File: src/rtl/systolic_pkg.sv
// rtl/systolic_pkg.sv - shared types and default sizes for the systolic preload controller
package systolic_pkg;

    typedef enum logic [1:0] {
        LOAD   = 2'd0,
        STREAM = 2'd1,
        DONE   = 2'd2
    } state_t;

    localparam int BITS_AB_DEF = 8;
    localparam int DIM_DEF     = 8;

endpackage

File: src/rtl/systolic_load_ctrl.sv
// rtl/systolic_load_ctrl.sv - row loader and drain sequencer for the preload FIFOs
// Optional abort input enabled by SYSTOLIC_LOAD_ABORT_EN.
module systolic_load_ctrl
    import systolic_pkg::*;
#(
    parameter int  BITS_AB = BITS_AB_DEF,
    parameter int  DIM     = DIM_DEF,
    localparam int RW      = $clog2(DIM),
    localparam int DRAIN   = 2 * DIM - 1
) (
    input  logic                             clk,
    input  logic                             rst,
    input  logic                             ld_valid,
    output logic                             ld_ready,
    input  logic [RW-1:0]                    ld_row,
    input  logic signed [DIM-1:0][BITS_AB-1:0] ld_data,
    input  logic                             start,
`ifdef SYSTOLIC_LOAD_ABORT_EN
    input  logic                             abort,
`endif
    output logic                             mem_en,
    output logic                             mem_wr,
    output logic [RW-1:0]                    mem_row,
    output logic signed [DIM-1:0][BITS_AB-1:0] mem_data,
    output logic [DIM-1:0]                   loaded,
    output logic                             busy,
    output logic                             done
);

    localparam int            CW       = $clog2(DRAIN);
    localparam logic [CW-1:0] CNT_LAST = CW'(DRAIN - 1);

    state_t        state;
    state_t        state_nx;
    logic [CW-1:0] cnt;
    logic          abort_hit;

`ifdef SYSTOLIC_LOAD_ABORT_EN
    assign abort_hit = abort;
`else
    assign abort_hit = 1'b0;
`endif

    always_comb begin
        state_nx = state;
        ld_ready = 1'b0;
        mem_en   = 1'b0;
        mem_wr   = 1'b0;
        mem_row  = '0;
        mem_data = '0;
        case (state)
            LOAD: begin
                ld_ready = 1'b1;
                if (ld_valid) begin
                    mem_wr   = 1'b1;
                    mem_row  = ld_row;
                    mem_data = ld_data;
                end
                // Uses the registered mask, so a start alongside the last write is ignored.
                if (start && (&loaded)) begin
                    state_nx = STREAM;
                end
            end
            STREAM: begin
                mem_en = 1'b1;
                if (abort_hit) begin
                    state_nx = LOAD;
                end else if (cnt == CNT_LAST) begin
                    state_nx = DONE;
                end
            end
            DONE: begin
                state_nx = LOAD;
            end
            default: begin
                state_nx = LOAD;
            end
        endcase
    end

    always_ff @(posedge clk) begin
        if (rst) begin
            state  <= LOAD;
            cnt    <= '0;
            loaded <= '0;
            busy   <= 1'b0;
            done   <= 1'b0;
        end else begin
            state <= state_nx;
            busy  <= (state_nx == STREAM);
            done  <= (state_nx == DONE);
            if (state == STREAM && state_nx == STREAM) begin
                cnt <= cnt + 1'b1;
            end else begin
                cnt <= '0;
            end
            if (state == DONE || (state == STREAM && abort_hit)) begin
                loaded <= '0;
            end else if (mem_wr) begin
                loaded[mem_row] <= 1'b1;
            end
        end
    end

endmodule

File: config.mk
export PLATFORM = sky130hd
export DESIGN_NAME = systolic_load_ctrl
export DESIGN_NICKNAME = d
export VERILOG_FILES = /design/src/rtl/systolic_pkg.sv /design/src/rtl/systolic_load_ctrl.sv
export SDC_FILE = /design/constraint.sdc
export NUM_CORES = 1
export LEC_CHECK = 0
export CORE_ASPECT_RATIO = 0.8
export CORE_UTILIZATION = 22
export DETAILED_ROUTE_END_ITERATION = 8
export PLACE_DENSITY = 0.81
export SYNTH_ARGS = -nofsm -noshare
export SYNTH_HDL_FRONTEND = slang
export SYNTH_SLANG_ARGS = --single-unit
File: constraint.sdc
create_clock -name clk -period 1.51 [get_ports clk]
set_clock_uncertainty 0.2 [all_clocks]
set_input_delay 0.302 -clock clk [delete_from_list [all_inputs] [get_ports clk]]
set_output_delay 0.302 -clock clk [all_outputs]
set_load 0.01 [all_outputs]
==> impl_metrics.yaml <==
clock_tree:
  cts_max_level: 1
  hold_buffers: 0
  cts_tree: "built"
  cts.clk_slew.worst_paths_ps: 60
  cts_root_buffer: "clkbuf_8"
  clock_tree.buffer_depth: 2
  cts_buffers: 3
  clk_latency_ps: 250
  cts_sinks: 16
timing:
  timing.final.ws_setup_ps: -461
  final_hold_viol_count: 0
  setup_violations: 68
  fin_crit_ps: 1970
  period_share: 1.31
  rsz0062_at_grt: "yes"
  worstMarginPinSlew_ps: 258
  maxSlewHeadroom: 0.828
  max_freq_ghz: 0.507
  fin_hold_ws_ps: 233
  drv_slew: 0
logic_synthesis:
  yosys_most_used_dff: "dfxtp_1"
  ys_ff_latch: 16
  syn-num-nets: 208
  ys_seq_area_frac: 0.299
  synthCells: 135
  synth_area_sq_um: 1070
  yosys_warnings: 0
  synth_cell_type_count: 22
  syn_avg_cell_area_sq_um: 7.93
  synthArstFlopShare: 0
  synth-edff-count: 0
placed_design:
  preCtsSetupSlack_ps: -987
  hpwl_microns: 3840
  gp_congestion: 0.786
  io_buffer_count: 150
  place_inst: 349
drt:
  dr.pass1.iters: 4
  vias_per_cell: 4.29
  wirelength_microns: 5640
  wl_per_cell_microns: 15.2
  drt_iter0_markers: 27
  via_count: 1592
  remaining_drc_errors: 0
  postRouteAntennaNets: 0
global_routing:
  grt_use_total: 0.197
  grt_max_degree: 13
  gr-total-overflow: 0
  antenna_found_initial: 0
  grt_pass1_wl_microns: 7710
  first_global_vias: 1523
floorplanning:
  start_util: 0.232
  die_h_microns: 64.4
  io_pins: 151
  rows: 22
  fp.dieW_microns: 80.0
  die_area_sq_um: 5150
  core-area_sq_um: 4620
setup_path:
  crit_required_ps: 1010
  critPathLaunchType: "flip-flop"
  crit_fanout: 6
  crit_path_end_kind: "output pin"
  reg2regPathDepth: 7
  cp_slowest_cell: "dfxtp_2"
  arrival_ps: 1470
  crit_chain: "nor3b_4 > buf_6 > buf_8 > clkbuf_16 > and2_1 > buf_2"
  worstSetupPathType: "flip-flop to output pin"
  critPathMaxStageDelay_ps: 330
power_and_ir_drop:
  p_comb_frac: 0.485
  power_frac_seq: 0.277
  p_switching_uw: 390
  swShare: 0.247
  pwr-share-clk: 0.238
  internal_power_mw: 1.19
  vdd_ir_drop_max_v: 0.000356
  p_per_area_nw_per_um2: 484
  p_leak_nw: 1.52
outcome:
  status: "complete, but fails checks"
  violations: "negative setup slack"
cells_and_area:
  utilization: 0.704
  areaGrowthSynthToFinish_pct: 204
  final_nets: 385
  drive_gt1_frac: 0.543
  post_layout_nonfiller_instances: 371
  fillers: 347
  diodes: 0
hold_path:
  hold_path.class: "flip-flop to flip-flop"
  hold_path_depth: 1
run:
  cap_violations: 0
==> registers in the layout, summed over array words and instances (netlist names) <==
signal,cells
cnt,4
loaded,8
busy,1
done,1
state,2
==> power by group through the flow <==
stage	sequential, mW	clock [mW]	combinational (mW)
global placement	0.445	0	0.582
detailed placement	0.445	0	0.586
CTS	0.436	0.382	0.635
finish	0.436	0.376	0.765
floorplan	0.448	0	0.173
global route	0.437	0.405	0.806
==> area by class of cell <==
cell class / instances / area (sq um) / share of cell area
multi-input combinational: 109 / 853 / 0.262
tap: 60 / 75.1 / 0.0231
clock buffer: 4 / 55.1 / 0.0169
sequential: 16 / 324 / 0.0996
timing repair buffer: 180 / 1940 / 0.596
inverter: 2 / 7.51 / 0.00231
==> per-stage QoR <==
step | cell area, sq um | setup TNS (ps) | total power, mW
after floorplan | 1090 | -5640 | 0.620
after global placement | 2720 | -64480 | 1.03
after detailed placement | 2720 | -66250 | 1.03
after CTS | 2950 | -31670 | 1.45
after global routing | 3250 | -31800 | 1.65
final | 3250 | -27170 | 1.58
==> routing by layer <==
layer | global-route usage | vias up | share of wire
met3 | 0.0371 | 17 | 0.083
met5 | 0 | - | 0
met1 | 0.224 | 712 | 0.38
li1 | - | 786 | -
met4 | 0.0804 | 0 | 0.035
met2 | 0.358 | 77 | 0.50
==> cell usage after synthesis (3+ instances only) <==
master	instances	share of area
clkbuf_2	5	0.023
and2_1	67	0.39
nor2b_1	3	0.018
a31oi_1	4	0.023
nor2_1	14	0.049
a21oi_1	3	0.014
dfxtp_1	16	0.30
==> worst paths after layout <==
| path | startpoint | slack [ps] | endpoint |
|---|---|---|---|
| hold / removal | cnt[0] | 230 | cnt[0] |
| setup reg to reg | state[1] | 60 | loaded[7] |
| setup / recovery | state[1] | -460 | mem_data[1] |
| hold reg to reg | cnt[0] | 230 | cnt[0] |
==> cell usage in the layout, fill, tap and decap left out, types with 2 or more instances in the layout <==
cell / instances
dlygate4sd2_1: 10
buf_4: 8
nor2_1: 13
nand4_1: 2
inv_1: 2
and2_4: 57
buf_6: 72
nor4_1: 2
clkdlybuf4s50_1: 69
dfxtp_2: 3
o31ai_1: 2
a31oi_1: 4
ha_1: 2
nand3_1: 2
clkbuf_8: 4
buf_16: 4
dfxtp_1: 13
buf_12: 4
a21oi_1: 3
and2_1: 10
buf_2: 10
nand3b_1: 2
nor2b_1: 2
==> worst max-delay path, delay by kind of cell, from the launching register on <==
kind,cells,cell delay [ps]
buf+inv,4,560
flops,1,330
simple gates,2,310
==> kinds of logic after synthesis <==
family                   synth area share
buffers and inverters              0.0584
adder cells (fa/ha/maj)            0.0234
XOR/XNOR                           0.0164
AO/OA/AOI/OAI                      0.0666
AND/OR/NAND/NOR                     0.536
flip-flops                          0.299
==> repair_timing <==
| action | in CTS | in global routing |
|---|---|---|
| pin swaps | 5 | 52 |
| resized for setup | 306 | 136 |
| gates cloned | 7 | 1 |
| buffers inserted | 13 | 4 |
| setup endpoints to repair | 84 | 76 |
Note: power is estimated with default switching activity, not from simulation.
